**config.mk**
```make
export PLATFORM = sky130hd
export DESIGN_NAME = regfile_wb_arbiter_flat
export DESIGN_NICKNAME = d
export VERILOG_FILES = /design/src/rtl/regfile_wb_arbiter_pkg.sv /design/src/rtl/regfile_wb_arbiter_if.sv /design/src/rtl/regfile_wb_arbiter_scoreboard.sv /design/src/rtl/regfile_wb_arbiter.sv /design/src/flat_wrapper.sv
export SDC_FILE = /design/constraint.sdc
export NUM_CORES = 1
export LEC_CHECK = 0
export ABC_CLOCK_PERIOD_IN_PS = 4420
export BUFFER_PORTS_ARGS = -buffer_cell sky130_fd_sc_hd__buf_2
export CELL_PAD_IN_SITES_DETAIL_PLACEMENT = 1
export CELL_PAD_IN_SITES_GLOBAL_PLACEMENT = 2
export CORE_MARGIN = 2
export CORE_UTILIZATION = 35
export DETAILED_ROUTE_END_ITERATION = 8
export PLACE_DENSITY_LB_ADDON = 0.1
export SLEW_MARGIN = 0
export SYNTH_ARGS = -nofsm -noshare
export SYNTH_HDL_FRONTEND = slang
export SYNTH_SLANG_ARGS = --single-unit
```
**constraint.sdc**
```tcl
create_clock -name clk -period 4.42 [get_ports clk]
set_input_delay 0 -clock clk [delete_from_list [all_inputs] [get_ports clk]]
set_output_delay 0 -clock clk [all_outputs]
set_load 0.01 [all_outputs]
```
**src/rtl/regfile_wb_arbiter_pkg.sv**
```systemverilog
// Shared constants and types for the register-file writeback stage.
package cpu_wb_pkg;

  localparam int DATA_W = 32;
  localparam int ADDR_W = 5;
  localparam int CNT_W  = 2;

  typedef enum logic {
    SRC_ALU = 1'b0,
    SRC_MD  = 1'b1
  } src_e;

  localparam logic [ADDR_W-1:0] REG_ZERO = '0;

endpackage

```
**src/rtl/regfile_wb_arbiter_if.sv**
```systemverilog
// Writeback bus: producer handshakes, issue/hazard queries and register-file write port.
// With WB_BYPASS_EN defined the slave also drives the byp_hit*/byp_data* outputs.
interface regfile_wb_arbiter_if #(
  parameter int DATA_W = 32,
  parameter int ADDR_W = 5
);
  logic              alu_valid;
  logic              alu_ready;
  logic [ADDR_W-1:0] alu_waddr;
  logic [DATA_W-1:0] alu_wdata;
  logic              md_valid;
  logic              md_ready;
  logic [ADDR_W-1:0] md_waddr;
  logic [DATA_W-1:0] md_wdata;
  logic              issue_valid;
  logic              issue_ready;
  logic [ADDR_W-1:0] issue_waddr;
  logic              rf_wren;
  logic [ADDR_W-1:0] rf_waddr;
  logic [DATA_W-1:0] rf_wdata;
  logic [ADDR_W-1:0] chk_raddr0;
  logic              chk_pend0;
  logic [ADDR_W-1:0] chk_raddr1;
  logic              chk_pend1;
`ifdef WB_BYPASS_EN
  logic              byp_hit0;
  logic              byp_hit1;
  logic [DATA_W-1:0] byp_data0;
  logic [DATA_W-1:0] byp_data1;
`endif

  modport slave (
    input  alu_valid, alu_waddr, alu_wdata,
    output alu_ready,
    input  md_valid, md_waddr, md_wdata,
    output md_ready,
    input  issue_valid, issue_waddr,
    output issue_ready,
    output rf_wren, rf_waddr, rf_wdata,
    input  chk_raddr0, chk_raddr1,
    output chk_pend0, chk_pend1
`ifdef WB_BYPASS_EN
    , output byp_hit0, byp_hit1, byp_data0, byp_data1
`endif
  );

  modport master (
    output alu_valid, alu_waddr, alu_wdata,
    input  alu_ready,
    output md_valid, md_waddr, md_wdata,
    input  md_ready,
    output issue_valid, issue_waddr,
    input  issue_ready,
    input  rf_wren, rf_waddr, rf_wdata,
    output chk_raddr0, chk_raddr1,
    input  chk_pend0, chk_pend1
`ifdef WB_BYPASS_EN
    , input byp_hit0, byp_hit1, byp_data0, byp_data1
`endif
  );

endinterface

```
**src/rtl/regfile_wb_arbiter_scoreboard.sv**
```systemverilog
// Per-register pending-write counters feeding issue_ready and the hazard queries.
// With WB_BYPASS_EN the pending flag is masked for the last write landing this cycle.
module wb_scoreboard #(
  parameter int ADDR_W = 5,
  parameter int CNT_W  = 2
) (
  input  logic              clk,
  input  logic              rst,
  input  logic              issue_valid_i,
  input  logic [ADDR_W-1:0] issue_waddr_i,
  output logic              issue_ready_o,
  input  logic              wr_en_i,
  input  logic [ADDR_W-1:0] wr_addr_i,
  input  logic [ADDR_W-1:0] chk_raddr0_i,
  input  logic [ADDR_W-1:0] chk_raddr1_i,
  output logic              chk_pend0_o,
  output logic              chk_pend1_o
`ifdef WB_BYPASS_EN
  , output logic            byp_hit0_o
  , output logic            byp_hit1_o
`endif
);
  import cpu_wb_pkg::REG_ZERO;

  localparam int              NREG    = 1 << ADDR_W;
  localparam logic [CNT_W-1:0] CNT_MAX = '1;

  logic [CNT_W-1:0] cnt_q [NREG];
  logic [CNT_W-1:0] cnt_d [NREG];
  logic             issue_fire;
  logic             pend0_raw, pend1_raw;

  assign issue_ready_o = (issue_waddr_i == REG_ZERO) || (cnt_q[issue_waddr_i] != CNT_MAX);
  assign issue_fire    = issue_valid_i && issue_ready_o && (issue_waddr_i != REG_ZERO);

  always_comb begin
    logic inc, dec;
    for (int i = 0; i < NREG; i++) begin
      cnt_d[i] = cnt_q[i];
      inc = issue_fire && (issue_waddr_i == ADDR_W'(i));
      dec = wr_en_i && (wr_addr_i == ADDR_W'(i));
      if (inc && !dec) begin
        cnt_d[i] = cnt_q[i] + CNT_W'(1);
      end else if (dec && !inc && (cnt_q[i] != '0)) begin
        cnt_d[i] = cnt_q[i] - CNT_W'(1);
      end
    end
    // r0 is never tracked
    cnt_d[0] = '0;
  end

  always_ff @(posedge clk) begin
    if (rst) begin
      for (int i = 0; i < NREG; i++) cnt_q[i] <= '0;
    end else begin
      cnt_q <= cnt_d;
    end
  end

`ifndef SYNTHESIS
  always_ff @(posedge clk) begin
    if (!rst && wr_en_i && (cnt_q[wr_addr_i] == '0) &&
        !(issue_fire && (issue_waddr_i == wr_addr_i))) begin
      $display("wb_scoreboard: protocol error, writeback to r%0d with no pending issue", wr_addr_i);
    end
  end
`endif

  assign pend0_raw = (chk_raddr0_i != REG_ZERO) && (cnt_q[chk_raddr0_i] != '0);
  assign pend1_raw = (chk_raddr1_i != REG_ZERO) && (cnt_q[chk_raddr1_i] != '0);

`ifdef WB_BYPASS_EN
  assign byp_hit0_o  = wr_en_i && (wr_addr_i == chk_raddr0_i) && (chk_raddr0_i != REG_ZERO);
  assign byp_hit1_o  = wr_en_i && (wr_addr_i == chk_raddr1_i) && (chk_raddr1_i != REG_ZERO);
  assign chk_pend0_o = pend0_raw && !(byp_hit0_o && (cnt_q[chk_raddr0_i] == CNT_W'(1)));
  assign chk_pend1_o = pend1_raw && !(byp_hit1_o && (cnt_q[chk_raddr1_i] == CNT_W'(1)));
`else
  assign chk_pend0_o = pend0_raw;
  assign chk_pend1_o = pend1_raw;
`endif

endmodule

```
**src/rtl/regfile_wb_arbiter.sv**
```systemverilog
// Writeback arbiter: round-robin between ALU and mul/div results into one registered RF write.
// Optional WB_BYPASS_EN exposes the in-flight write as a forwarding source.
module regfile_wb_arbiter #(
  parameter int DATA_W = cpu_wb_pkg::DATA_W,
  parameter int ADDR_W = cpu_wb_pkg::ADDR_W,
  parameter int CNT_W  = cpu_wb_pkg::CNT_W
) (
  input logic                 clk,
  input logic                 rst,
  regfile_wb_arbiter_if.slave bus
);
  import cpu_wb_pkg::*;

  src_e              last_grant_q, last_grant_d;
  logic              rf_wren_q, rf_wren_d;
  logic [ADDR_W-1:0] rf_waddr_q, rf_waddr_d;
  logic [DATA_W-1:0] rf_wdata_q, rf_wdata_d;
  logic              alu_gnt, md_gnt;

  // On a conflict the source that did not win last time is granted.
  always_comb begin
    alu_gnt      = bus.alu_valid && (!bus.md_valid || (last_grant_q == SRC_MD));
    md_gnt       = bus.md_valid && !alu_gnt;
    last_grant_d = last_grant_q;
    rf_wren_d    = 1'b0;
    rf_waddr_d   = rf_waddr_q;
    rf_wdata_d   = rf_wdata_q;
    if (alu_gnt) begin
      last_grant_d = SRC_ALU;
      rf_wren_d    = (bus.alu_waddr != REG_ZERO);
      rf_waddr_d   = bus.alu_waddr;
      rf_wdata_d   = bus.alu_wdata;
    end else if (md_gnt) begin
      last_grant_d = SRC_MD;
      rf_wren_d    = (bus.md_waddr != REG_ZERO);
      rf_waddr_d   = bus.md_waddr;
      rf_wdata_d   = bus.md_wdata;
    end
  end

  always_ff @(posedge clk) begin
    if (rst) begin
      last_grant_q <= SRC_MD;
      rf_wren_q    <= 1'b0;
      rf_waddr_q   <= '0;
      rf_wdata_q   <= '0;
    end else begin
      last_grant_q <= last_grant_d;
      rf_wren_q    <= rf_wren_d;
      rf_waddr_q   <= rf_waddr_d;
      rf_wdata_q   <= rf_wdata_d;
    end
  end

  assign bus.alu_ready = alu_gnt;
  assign bus.md_ready  = md_gnt;
  assign bus.rf_wren   = rf_wren_q;
  assign bus.rf_waddr  = rf_waddr_q;
  assign bus.rf_wdata  = rf_wdata_q;

`ifdef WB_BYPASS_EN
  assign bus.byp_data0 = rf_wdata_q;
  assign bus.byp_data1 = rf_wdata_q;
`endif

  wb_scoreboard #(
    .ADDR_W (ADDR_W),
    .CNT_W  (CNT_W)
  ) u_scoreboard (
    .clk           (clk),
    .rst           (rst),
    .issue_valid_i (bus.issue_valid),
    .issue_waddr_i (bus.issue_waddr),
    .issue_ready_o (bus.issue_ready),
    .wr_en_i       (rf_wren_q),
    .wr_addr_i     (rf_waddr_q),
    .chk_raddr0_i  (bus.chk_raddr0),
    .chk_raddr1_i  (bus.chk_raddr1),
    .chk_pend0_o   (bus.chk_pend0),
    .chk_pend1_o   (bus.chk_pend1)
`ifdef WB_BYPASS_EN
    , .byp_hit0_o  (bus.byp_hit0)
    , .byp_hit1_o  (bus.byp_hit1)
`endif
  );

endmodule

```
**src/flat_wrapper.sv**
```systemverilog
// flat-port wrapper written by rule: the top's interface ports become plain ports
module regfile_wb_arbiter_flat import cpu_wb_pkg::*;
#(
  parameter int DATA_W = cpu_wb_pkg::DATA_W,
  parameter int ADDR_W = cpu_wb_pkg::ADDR_W,
  parameter int CNT_W  = cpu_wb_pkg::CNT_W
)
  (clk, rst, bus_alu_valid, bus_alu_waddr, bus_alu_wdata, bus_alu_ready, bus_md_valid, bus_md_waddr, bus_md_wdata, bus_md_ready, bus_issue_valid, bus_issue_waddr, bus_issue_ready, bus_rf_wren, bus_rf_waddr, bus_rf_wdata, bus_chk_raddr0, bus_chk_raddr1, bus_chk_pend0, bus_chk_pend1);
  regfile_wb_arbiter_if #(.DATA_W(DATA_W), .ADDR_W(ADDR_W)) bus_i ();
  input logic clk;
  input logic rst;
  input wire logic [$bits(bus_i.alu_valid)-1:0] bus_alu_valid;
  input wire logic [$bits(bus_i.alu_waddr)-1:0] bus_alu_waddr;
  input wire logic [$bits(bus_i.alu_wdata)-1:0] bus_alu_wdata;
  output wire logic [$bits(bus_i.alu_ready)-1:0] bus_alu_ready;
  input wire logic [$bits(bus_i.md_valid)-1:0] bus_md_valid;
  input wire logic [$bits(bus_i.md_waddr)-1:0] bus_md_waddr;
  input wire logic [$bits(bus_i.md_wdata)-1:0] bus_md_wdata;
  output wire logic [$bits(bus_i.md_ready)-1:0] bus_md_ready;
  input wire logic [$bits(bus_i.issue_valid)-1:0] bus_issue_valid;
  input wire logic [$bits(bus_i.issue_waddr)-1:0] bus_issue_waddr;
  output wire logic [$bits(bus_i.issue_ready)-1:0] bus_issue_ready;
  output wire logic [$bits(bus_i.rf_wren)-1:0] bus_rf_wren;
  output wire logic [$bits(bus_i.rf_waddr)-1:0] bus_rf_waddr;
  output wire logic [$bits(bus_i.rf_wdata)-1:0] bus_rf_wdata;
  input wire logic [$bits(bus_i.chk_raddr0)-1:0] bus_chk_raddr0;
  input wire logic [$bits(bus_i.chk_raddr1)-1:0] bus_chk_raddr1;
  output wire logic [$bits(bus_i.chk_pend0)-1:0] bus_chk_pend0;
  output wire logic [$bits(bus_i.chk_pend1)-1:0] bus_chk_pend1;
  assign bus_i.alu_valid = bus_alu_valid;
  assign bus_i.alu_waddr = bus_alu_waddr;
  assign bus_i.alu_wdata = bus_alu_wdata;
  assign bus_alu_ready = bus_i.alu_ready;
  assign bus_i.md_valid = bus_md_valid;
  assign bus_i.md_waddr = bus_md_waddr;
  assign bus_i.md_wdata = bus_md_wdata;
  assign bus_md_ready = bus_i.md_ready;
  assign bus_i.issue_valid = bus_issue_valid;
  assign bus_i.issue_waddr = bus_issue_waddr;
  assign bus_issue_ready = bus_i.issue_ready;
  assign bus_rf_wren = bus_i.rf_wren;
  assign bus_rf_waddr = bus_i.rf_waddr;
  assign bus_rf_wdata = bus_i.rf_wdata;
  assign bus_i.chk_raddr0 = bus_chk_raddr0;
  assign bus_i.chk_raddr1 = bus_chk_raddr1;
  assign bus_chk_pend0 = bus_i.chk_pend0;
  assign bus_chk_pend1 = bus_i.chk_pend1;
  regfile_wb_arbiter #(.DATA_W(DATA_W), .ADDR_W(ADDR_W), .CNT_W(CNT_W)) u_core (.clk(clk), .rst(rst), .bus(bus_i));
endmodule
```
==> summary.md <==
| Metric | Value |
|---|---|
| Status | `complete, but fails checks` |
| Failing checks | `negative hold slack` |
| Post-place setup slack | `0.910 ns` |
| CTS buffer count | `9` |
| Post-Route WL | `24600 um` |
| Yosys top cell by area | `dfxtp_1` |
| Commonest cells post-synth | `nor2_1, dfxtp_1, a211oi_1` |
| Drt pass-1 iters | `5` |
| Count leader, synth | `nor2_1` |
| Max Fclk | `around 300 MHz` |
| Crit. End Element | `flop` |
| Startpoint types | `flop` |
| Critical path's slowest cell | `a2111oi_4` |
| Ports | `~140` |
| Worst-margin pin slew | `~1.1 ns` |
| Detail Route Antenna Nets | `0` |
| Slew Limit Fails | `0` |
| Final hold violations | `1` |
| Asr flop ratio synth | `0%` |
| Chip width | `between 100 and 150 um` |
| Setup Skew | `approximately 0.0090 ns` |
| Cell Pwr Density | `about 280 mW/mm^2` |
| Final Core Density | `approximately 45%` |
| Tot Pwr | `around 0.0023 W` |
| M3 GR Usage | `about 4.9%` |
| Hpwl dp | `~18000 um` |
| Row cnt | `49` |
| Post-synth EDFFs | `0` |
| Synth cell types | `a little over 50` |
| First-pass GRT wire length | `approximately 39000 um` |
| Critical path cell sequence | `mux4_2 -> nor2_1 -> or4_1 -> a2111oi_4 -> buf_4 -> nor3_1 -> nand3b_1 -> a221oi_1` |
| Maximum VDD drop | `about 0.19 mV` |
| Worst endpoint required time | `around 4.7 ns` |
| GRT Total Usage | `between 20% and 30%` |
| H-tree depth | `3` |
| Mean routed wirelength per cell | `approximately 21 um` |
| Area Overhead vs Synth | `25.1%` |
| Synthesized netlist cell count | `780` |
| Routed vias/inst | `approximately 6` |
| Crit path time final | `3.36 ns` |
| Crit share post-route | `between 70% and 80%` |
| CP delay by family, top | `compound AO/OA/AOI/OAI gates` |
| Most Crowded Layer GR | `met2` |
| Total negative slack | `0 ns` |
| Die H | `about 140 um` |
| RSZ-0062 raised after global routing | `false` |
| Mapped Nets | `874` |
| Seq/Total Area, Yosys | `31.3%` |
| Full die area | `~0.020 sq mm` |
| Starting DRT DRC Count | `~340` |
| Initial antenna violation count | `0` |
| Starting Density | `35.8%` |
| Gpl congestion | `between 0.8 and 0.9` |
| Clock Tree Buf Depth | `2` |
| Placed cell count | `~1100` |
| YS warnings | `0` |
| Clock sink count | `a little over 100` |
| CTS root buf | `clkbuf_16` |
| Largest net degree at the start of global routing | `102` |
| Final setup viols | `0` |
| Hold_buf cts | `between 50 and 60` |
| Clk Latency, worst-skew pair | `0.35 ns` |
| Worst hold margin | `-0.00439 ns` |
| Inserted Diodes | `0` |
| Fraction of layout cells with a size suffix above 1 | `between 20% and 30%` |
| Tightest Hold Check Type | `input port to flop` |
| # DRC | `0` |
| Synth Flop Type | `dfxtp_1` |
| Met1 Track Usage GR | `32.3%` |
| Clock transition at path regs | `~0.08 ns` |
| Synth top area share | `roughly 31%` |
| WP data arrival | `3.61 ns` |
| Max incr delay on CP | `~0.85 ns` |
| Synth Register Bits | `between 100 and 150` |
| Buffers and inverters on the worst path | `1` |
| Core area | `0.0180 sq mm` |
| # port buffers | `about 140` |
| CTS tree | `done` |
| Via count | `roughly 6900` |
| Relative slew slack | `around a quarter` |
| Synth area leaders | `dfxtp_1, mux2i_1, mux4_2` |
| Post-CTS sizing | `0` |
| Max-Cap Viols | `0` |
| Crit Path Category | `flop to flop` |
| Setup ws final | `1.06 ns` |
| Mapped Area | `roughly 0.0065 sq mm` |
| Worst Path Max Fanout | `13` |
| Syn Area/Cell | `8.28 sq um` |
| Non-filler instance count after layout | `roughly 1200` |
| Nets | `between 1000 and 1500` |
| Leakage power | `2.94 nW` |
| Met2 usage | `between 40% and 50%` |
| Total gr overflow | `0` |
| Vias in the first global route | `a little over 7000` |
| Setup bufs post-CTS | `0` |
[stage by stage]
stage,instance area [sq um],hold WS (ns)
after global routing,8080,0.0159
after detailed placement,7190,0.285
after global placement,7190,0.275
final,8080,-0.00439
after floorplan,6450,0.0927
after CTS,8080,0.000636
[where the power goes]
group,total [W],internal [W],switching (W)
combinational,0.000391,0.000172,0.000219
sequential,0.000979,0.000944,0.0000352
clock,0.000893,0.000513,0.000380
[logic make-up after synthesis]
kind of cell              synth area share [%]
muxes                                     14.1
and+or+nand+nor                           24.0
DFF                                       31.3
xor gates and xnor gates                  3.26
AOI/OAI and AO/OA                         23.3
buffers and inverters                     4.01
[registers in the layout (all words and copies together) (netlist names)]
signal / count
u_core.u_scoreboard.cnt_q: 62
u_core.last_grant_q: 1
u_core.bus.rf_wren: 1
u_core.bus.rf_wdata: 32
u_core.bus.rf_waddr: 5
[path summary, 6_finish.rpt]
| kind | startpoint | to | slack, ns | cells past startpoint |
|---|---|---|---|---|
| worst max-delay path | u_core.u_scoreboard.cnt_q[48] | u_core.u_scoreboard.cnt_q[36] | 1.06 | 8 |
| worst min-delay path | bus_md_wdata[12] | u_core.bus.rf_wdata[12] | -0.004 | 3 |
| worst max register to register | u_core.u_scoreboard.cnt_q[48] | u_core.u_scoreboard.cnt_q[36] | 1.06 | 8 |
| worst min register to register | u_core.last_grant_q | u_core.last_grant_q | 0.48 | 2 |
[final cells by class]
class	count	area, sq um
Multi-Input combinational cell	615	4180
Clock inverter	5	82.6
Tap cell	229	287
Inverter	1	3.75
Timing Repair Buffer	195	1270
Clock buffer	10	239
Sequential cell	101	2020
Fill cell	2180	9950
[routing by layer]
metal	wire (um)	share of wire (%)
met1	10900	44
met2	11600	47
met4	570	2.3
met3	1520	6.2
met5	0	0
[layout by cell type, fill, tap and decap left out, drive strengths merged, types with 8 or more instances in the layout]
cell	Yosys	routed
buf	15	139
nor2	111	111
dfxtp	101	101
dlygate4sd3	0	56
a211oi	54	54
a21oi	51	51
nor3	50	50
mux2i	45	45
o21ai	39	39
nand2	26	26
a221oi	24	24
nand2b	23	23
nand3	23	23
xnor2	22	22
mux4	19	19
nor4	18	18
a2111oi	11	11
clkbuf	48	10
or3b	9	9
nor2b	8	8
o21ba	8	8
[worst register-to-register path, cell delays in order (launching register included)]
cell	delay, ns
dfxtp_1	0.46
mux4_2	0.28
nor2_1	0.05
or4_1	0.71
a2111oi_4	0.85
buf_4	0.32
nor3_1	0.10
nand3b_1	0.21
a221oi_1	0.27
Note: power is estimated with default switching activity, not from simulation.
